<file path="src/rtl/mem_arbiter.sv">
// ---------------------------------------------------------------------------
// mem_arbiter
//
// Shares one single-port, synchronous-read memory between the CPU memory
// interface and the I/O / program-loader port. Accesses are serialised by a
// three-state FSM (IDLE -> ACCESS [-> WAIT] -> IDLE). Ties are broken by
// strict alternation against the last granted port. Read data is returned
// through a per-port register with a one-cycle valid pulse.
//
// Ports:
//   clk, reset          system clock, synchronous active-high reset
//   cpuReq/We/Addr/Wdata CPU request; held until cpuGnt is seen
//   cpuGnt               one-cycle grant pulse (the ACCESS cycle)
//   cpuRvalid/cpuRdata   read-data valid pulse and held read data
//   io*                  same set for the I/O port
//   memEn/We/Addr/Wdata  registered command toward the memory macro
//   memRdata             memory read data, one cycle after a read access
// ---------------------------------------------------------------------------
module mem_arbiter #(
  parameter int WIDTH      = 16,
  parameter int ADDR_WIDTH = 10
) (
  input  logic                  clk,
  input  logic                  reset,
  input  logic                  cpuReq,
  input  logic                  cpuWe,
  input  logic [ADDR_WIDTH-1:0] cpuAddr,
  input  logic [WIDTH-1:0]      cpuWdata,
  output logic                  cpuGnt,
  output logic                  cpuRvalid,
  output logic [WIDTH-1:0]      cpuRdata,
  input  logic                  ioReq,
  input  logic                  ioWe,
  input  logic [ADDR_WIDTH-1:0] ioAddr,
  input  logic [WIDTH-1:0]      ioWdata,
  output logic                  ioGnt,
  output logic                  ioRvalid,
  output logic [WIDTH-1:0]      ioRdata,
  output logic                  memEn,
  output logic                  memWe,
  output logic [ADDR_WIDTH-1:0] memAddr,
  output logic [WIDTH-1:0]      memWdata,
  input  logic [WIDTH-1:0]      memRdata
);

  typedef enum logic [1:0] {
    ST_IDLE   = 2'd0,
    ST_ACCESS = 2'd1,
    ST_WAIT   = 2'd2
  } state_t;

  localparam logic PORT_CPU = 1'b0;
  localparam logic PORT_IO  = 1'b1;

  state_t                r_state;
  logic                  r_last_gnt;
  logic                  r_winner;
  logic [1:0]            r_gnt;       // bit 0 = CPU, bit 1 = IO
  logic                  r_mem_en;
  logic                  r_mem_we;
  logic [ADDR_WIDTH-1:0] r_mem_addr;
  logic [WIDTH-1:0]      r_mem_wdata;

  logic                  w_any_req;
  logic                  w_pick_io;

  assign w_any_req = cpuReq | ioReq;
  // IO wins when it is alone, or when both request and the CPU went last.
  assign w_pick_io = ioReq & (~cpuReq | (r_last_gnt == PORT_CPU));

  always_ff @(posedge clk) begin
    if (reset) begin
      r_state     <= ST_IDLE;
      r_last_gnt  <= PORT_IO;   // CPU wins the first tie after reset
      r_winner    <= PORT_CPU;
      r_gnt       <= '0;
      r_mem_en    <= 1'b0;
      r_mem_we    <= 1'b0;
      r_mem_addr  <= '0;
      r_mem_wdata <= '0;
    end else begin
      r_gnt    <= '0;
      r_mem_en <= 1'b0;
      r_mem_we <= 1'b0;
      case (r_state)
        ST_IDLE: begin
          if (w_any_req) begin
            r_winner    <= w_pick_io;
            r_last_gnt  <= w_pick_io;
            r_gnt       <= w_pick_io ? 2'b10 : 2'b01;
            r_mem_en    <= 1'b1;
            r_mem_we    <= w_pick_io ? ioWe : cpuWe;
            r_mem_addr  <= w_pick_io ? ioAddr : cpuAddr;
            r_mem_wdata <= w_pick_io ? ioWdata : cpuWdata;
            r_state     <= ST_ACCESS;
          end
        end
        // A write completes at the end of ACCESS; a read needs one more
        // cycle for the memory's registered output.
        ST_ACCESS: r_state <= r_mem_we ? ST_IDLE : ST_WAIT;
        ST_WAIT:   r_state <= ST_IDLE;
        default:   r_state <= ST_IDLE;
      endcase
    end
  end

  // Per-port read-return registers; only the port that owns the pending
  // read captures memRdata, the other keeps its previous value.
  genvar gi;
  generate
    for (gi = 0; gi < 2; gi++) begin : g_port
      localparam logic PORT_SEL = (gi == 1) ? 1'b1 : 1'b0;
      logic             r_rvalid;
      logic [WIDTH-1:0] r_rdata;

      always_ff @(posedge clk) begin
        if (reset) begin
          r_rvalid <= 1'b0;
          r_rdata  <= '0;
        end else begin
          r_rvalid <= 1'b0;
          if ((r_state == ST_WAIT) && (r_winner == PORT_SEL)) begin
            r_rvalid <= 1'b1;
            r_rdata  <= memRdata;
          end
        end
      end
    end
  endgenerate

  assign cpuGnt    = r_gnt[0];
  assign ioGnt     = r_gnt[1];
  assign cpuRvalid = g_port[0].r_rvalid;
  assign cpuRdata  = g_port[0].r_rdata;
  assign ioRvalid  = g_port[1].r_rvalid;
  assign ioRdata   = g_port[1].r_rdata;

  // Gate the strobes with reset so an interrupted write never reaches the
  // memory, even in the very cycle reset is first raised.
  assign memEn    = r_mem_en & ~reset;
  assign memWe    = r_mem_we & ~reset;
  assign memAddr  = r_mem_addr;
  assign memWdata = r_mem_wdata;

endmodule

</file>
<file path="config.mk">
export PLATFORM = sky130hd
export DESIGN_NAME = mem_arbiter
export DESIGN_NICKNAME = d
export VERILOG_FILES = /design/src/rtl/mem_arbiter.sv
export SDC_FILE = /design/constraint.sdc
export NUM_CORES = 1
export LEC_CHECK = 0
export CAP_MARGIN = 0
export CELL_PAD_IN_SITES_DETAIL_PLACEMENT = 1
export CELL_PAD_IN_SITES_GLOBAL_PLACEMENT = 2
export CORE_ASPECT_RATIO = 1.4
export CORE_UTILIZATION = 22
export CTS_CLUSTER_SIZE = 30
export DETAILED_ROUTE_END_ITERATION = 10
export PLACE_DENSITY = 0.83
export SLEW_MARGIN = 30
export SYNTH_ARGS = -nofsm -noshare
export SYNTH_HDL_FRONTEND = slang
export SYNTH_SLANG_ARGS = --single-unit
</file>
<file path="constraint.sdc">
create_clock -name clk -period 1.5 [get_ports clk]
set_input_delay 0.225 -clock clk [delete_from_list [all_inputs] [get_ports clk]]
set_output_delay 0.225 -clock clk [all_outputs]
set_load 0.01 [all_outputs]
</file>
Word level (Yosys, flattened, before mapping)

Cells that the tools add are included.

Word-level logic and storage cells: 42
Flip-flop bits (word level): 68
Output and inout bits: 64

Multiplexer cells: 10
Reduce and logical (&&, ||, !) cells: 6
Bitwise gates (word level): 11
Equality and inequality tests: 3

Operators by type and width:

| cell               | number |
|---|---|
| $mux 16            | 1 |
| $mux 10            | 1 |
| $mux 2             | 3 |
| $not 1->1          | 6 |
| $mux 1             | 4 |
| $pmux 2 s2         | 1 |
| $and 1x1->1        | 3 |
| $reduce_or 3->1    | 1 |
| $eq 2x1->1 const B | 1 |
| $eq 2x2->1 const B | 1 |
| $logic_and 1x1->1  | 2 |
| $logic_not 2->1    | 1 |
| $ne 2x2->1 const B | 1 |
| $or 1x1->1         | 2 |
| $reduce_and 2->1   | 1 |
| $reduce_or 2->1    | 1 |

Logic depth before layout (Yosys ltp)

Depth after elaboration: 4
Mapped depth: 5
Depth with buffers taken out: 3

Worst setup path before layout

Ideal clock, no wire load.

Path type: register -> register
From: register r_state[1]
To: register g_port[0].r_rdata[6] (netlist: cpuRdata[6])
Stages on the path, launching flop included: 6
Arrival time: 1118 ps
Setup slack: 250 ps
Period minus slack after synthesis: 1250 ps
Path through: dfxtp_1 > or3b_1 > buf_2 > buf_2 > nand2_1 > a21oi_1

Word-level cells in the longest chain between the ends: 2

Ends and longest elaborated chain:

| what                   | line | text |
|---|---|---|
| start, declared        | 55   | `state_t r_state;` |
| start signal, assigned | 100  | `ST_ACCESS: r_state <= r_mem_we ? ST_IDLE : ST_WAIT;` |
| $eq 2x2->1             | 122  | `if ((r_state == ST_WAIT) && (r_winner == PORT_SEL)) begin` |
| $logic_and 1x1->1      | 122  |  |
| end signal, assigned   | 124  | `r_rdata <= memRdata;` |
| end, declared          | 114  | `logic [WIDTH-1:0] r_rdata;` |

Every way passes these cells.
A chain may end at the register's enable or synchronous reset.

Final worst setup path

From: register r_mem_addr[0] (netlist: memAddr[0])
To: output memAddr[0]

RTL lines:

| what                   | line | text |
|---|---|---|
| start, declared        | 61   | `logic [ADDR_WIDTH-1:0] r_mem_addr;` |
| start signal, assigned | 93   | `r_mem_addr <= w_pick_io ? ioAddr : cpuAddr;` |
| end, declared          | 41   | `output logic [ADDR_WIDTH-1:0] memAddr,` |

No word-level cell between the ends.

==> impl_metrics.yaml <==
run_status:
  result_of_the_run: "finished, final reports clean"
global_routing:
  pin_count_of_the_biggest_net_entering_global_routing: 49
  globalRoute.totalOverflow: 0
  global_route_wire_length_before_repair_mm: 14.57
  first_global_vias: 2954
  antenna_found_initial: 0
  grtUsageTotal_pct: 14.19
min_path:
  holdCritPathClass: "primary input to flop"
  worstHoldPathCells: 3
power:
  power.density_nw_per_um2: 1152
  clock_power_share_pct: 44.9
  worst_ir_drop_vdd_v: 0.0006402
  intPower_mw: 4.110
  design_power_total_mw: 5.436
  power.switching_fraction_pct: 24.39
  share_seq_of_total_power_pct: 36.8
  power.net_switching_mw: 1.326
  power.share.combinational_pct: 18.3
  total_leakage_power_nw: 1.840
synthesis:
  synth-seq-area-share_pct: 49.08
  dominant_combinational_cell_family_by_area_after_synthesis: "compound AO/OA/AOI/OAI gates"
  synthXorXnorAreaFrac_pct: 0
  synth.area.mux_share_pct: 0.3608
  yosys.area_share.adder_pct: 0
  synth_simple_gate_area_share_pct: 19.85
  synth_area_leaders: "sky130_fd_sc_hd__dfxtp_1 (49%), sky130_fd_sc_hd__nand2_1 (16%), sky130_fd_sc_hd__a311oi_2 (11%)"
  yosysWarningCount: 0
  syn_avg_cell_area_um2: 8.641
  ys_ff_latch: 68
  post_synth_inst_count: 321
  ys_async_sr_fraction_pct: 0
  most_instantiated_library_cell_after_synthesis: "sky130_fd_sc_hd__nand2_1"
  post_synth_most_frequent_cells: "sky130_fd_sc_hd__nand2_1 (117), sky130_fd_sc_hd__dfxtp_1 (68), sky130_fd_sc_hd__a21oi_1 (58), sky130_fd_sc_hd__a311oi_2 (20), sky130_fd_sc_hd__buf_2 (11)"
  synth_enable_flop_cells: 0
  synth_top_area_share_pct: 49.08
  area_fraction_in_compound_gates_after_synthesis_pct: 25.17
  netlist_area_um2: 2774
  synthesis.nets: 395
  postSynth.topFlopCell: "sky130_fd_sc_hd__dfxtp_1"
  yosys.cell_types.count: 27
  synth_top_cell_by_area: "sky130_fd_sc_hd__dfxtp_1"
route:
  drt_drc_violations_left: 0
  routed_via_density: 4.520
  dr_iter_0_viols: 34
  drt-wirelength-per-cell_um: 14.77
  number_of_nets_with_antenna_violations_after_detailed_routing: 0
  drt_pass1_iterations: 6
  route.final.wire_length_mm: 9.083
  via_count: 2780
timing:
  fmax_mhz: 690.8
  timing_worst_slew_pin_value_ps: 636.5
  timing.final.setup_violations: 0
  max_slew_headroom_at_the_worst_pin_pct: 57.56
  final.period_utilization_pct: 96.51
  max_slew_violation_count: 0
  final.setup_skew_ps: 5.601
  holdWs_ps: 380.7
  min_period_ps: 1448
  hold_viol: 0
  grt_setup_unrepaired: "no"
setup_path:
  wp_depth: 1
  worstSetupPathType: "flop to primary output"
  cp.arrival_ps: 1220
  critical-path-max-stage-delay_ps: 560
  reg2regPathDepth: 4
  cp-start-kind: "flop"
  crit_path_top_delay_cell: "sky130_fd_sc_hd__clkdlybuf4s50_1"
  timing.critical_path.fanout_max: 2
  cp_top_family: "buffers and inverters"
  path_cells: "clkdlybuf4s50_1"
  end_kind: "primary output"
  critPathRequiredTime_ps: 1270
  worstPathBufferInverterCount: 1
clock_tree:
  clock_tree.buffer_depth: 2
  cts_hold_repair.buffers: 0
  cts_sinks: 68
  h-tree-depth: 3
  clk_latency_ps: 330
  postCtsSetupBuffers: 0
  worst_setup_hold_path_clk_slew_ps: 60
  cts_tree: "done"
  cts-buffers-inserted: 9
  clock-root-buffer: "sky130_fd_sc_hd__clkbuf_16"
  post_cts.resized_instances: 2
layout:
  final_core_util_pct: 38.31
  insertedDiodeCount: 0
  syn_to_final_growth_pct: 70.05
  ratio_of_cells_with_drive_above_1_in_the_final_layout_pct: 13.33
  fillerInstances: 1438
  design.final.nets: 534
place:
  routabilityCongestion: 0.7088
  placed_wire_length_estimate_mm: 6.745
  port_buffers: 137
floorplanning:
  num_rows: 48
  die-width_um: 96.90
  core_area_um2: 12310
  start_util_pct: 22.53
  floorplan.io_pins: 138
  die_y_um: 134.9
  full_die_area_um2: 13070
flow_run:
  max-cap-violations: 0
-- cell usage in the layout, fill, tap and decap left out, drive strengths merged, types with 2 or more instances in the layout --
cell type	synthesis	routed
bufinv	0	3
clkinv	0	2
buf	17	20
dlymetal6s2s	0	10
dfxtp	68	68
nand2	117	117
a21oi	58	58
clkdlybuf4s50	0	124
nor3	3	3
clkbuf	11	9
nor2b	2	2
a311oi	26	26
a21boi	2	2
dlygate4sd2	0	2
nor2	5	5
-- power by group through the flow --
stage | clock network [mW] | logic [mW] | registers (mW)
after floorplan | 0 | 0.417 | 2.08
after global placement | 0 | 0.994 | 2.04
after detailed placement | 0 | 1.02 | 2.04
after CTS | 2.52 | 1.02 | 2.00
after global routing | 2.61 | 1.08 | 2.01
final | 2.44 | 0.995 | 2.00
-- final cells by class --
type / instances / area, um^2 / area share, %
repair buffers: 156 / 1556 / 33.00
flip-flops and latches: 68 / 1361 / 28.86
multi-input cells: 225 / 1262 / 26.76
clock buffers: 9 / 225.2 / 4.775
well taps: 150 / 187.7 / 3.979
clock inverters: 7 / 123.9 / 2.626
-- per-layer routing --
| layer | routed length [um] | up-vias | global-route usage, % |
|---|---|---|---|
| met5 | 0 | - | 0 |
| met4 | 117 | 0 | 5.224 |
| met3 | 660 | 8 | 6.263 |
| met2 | 4761 | 101 | 25.35 |
| met1 | 3543 | 1296 | 14.59 |
| li1 | - | 1375 | - |
-- logic make-up (layout without fill, tap and decap cells) --
| family | count (synthesis) | count (layout) |
|---|---|---|
| AO/OA/AOI/OAI | 89 | 89 |
| buffers and inverters | 28 | 172 |
| flip-flops | 68 | 68 |
| multiplexers | 1 | 1 |
| AND/OR/NAND/NOR | 135 | 135 |
-- final timing paths --
| check | startpoint | to | slack (ps) |
|---|---|---|---|
| worst max register to register | r_state[1] | memAddr[6] | 160 |
| worst min register to register | r_mem_we | r_state[1] | 430 |
| worst max-delay path | memAddr[0] | memAddr[0] | 50 |
| worst min-delay path | reset | ioRdata[5] | 380 |
-- worst min-delay path, stage by stage --
cell                      delay (ps)
sky130_fd_sc_hd__buf_2           120
sky130_fd_sc_hd__buf_4           250
sky130_fd_sc_hd__a21oi_1          60
-- state kept, by name, indices dropped and copies added, names as in the netlist --
register	flops
cpuRdata	16
cpuRvalid	1
ioRdata	16
ioRvalid	1
memAddr	10
memWdata	16
r_gnt	2
r_last_gnt	1
r_mem_en	1
r_mem_we	1
r_state	2
r_winner	1
-- metrics by stage --
stage / TNS (ps) / worst slack, ps / cells / area, um^2
floorplan: 0 / 249.8 / 321 / 2774
global placement: -2666 / -114.5 / 599 / 4344
finish: 0 / 52.35 / 615 / 4717
detailed placement: -4053 / -180.5 / 599 / 4344
CTS: 0 / 12.42 / 615 / 4691
global route: 0 / 2.966 / 615 / 4717
Power figures use the tool's default switching activity.
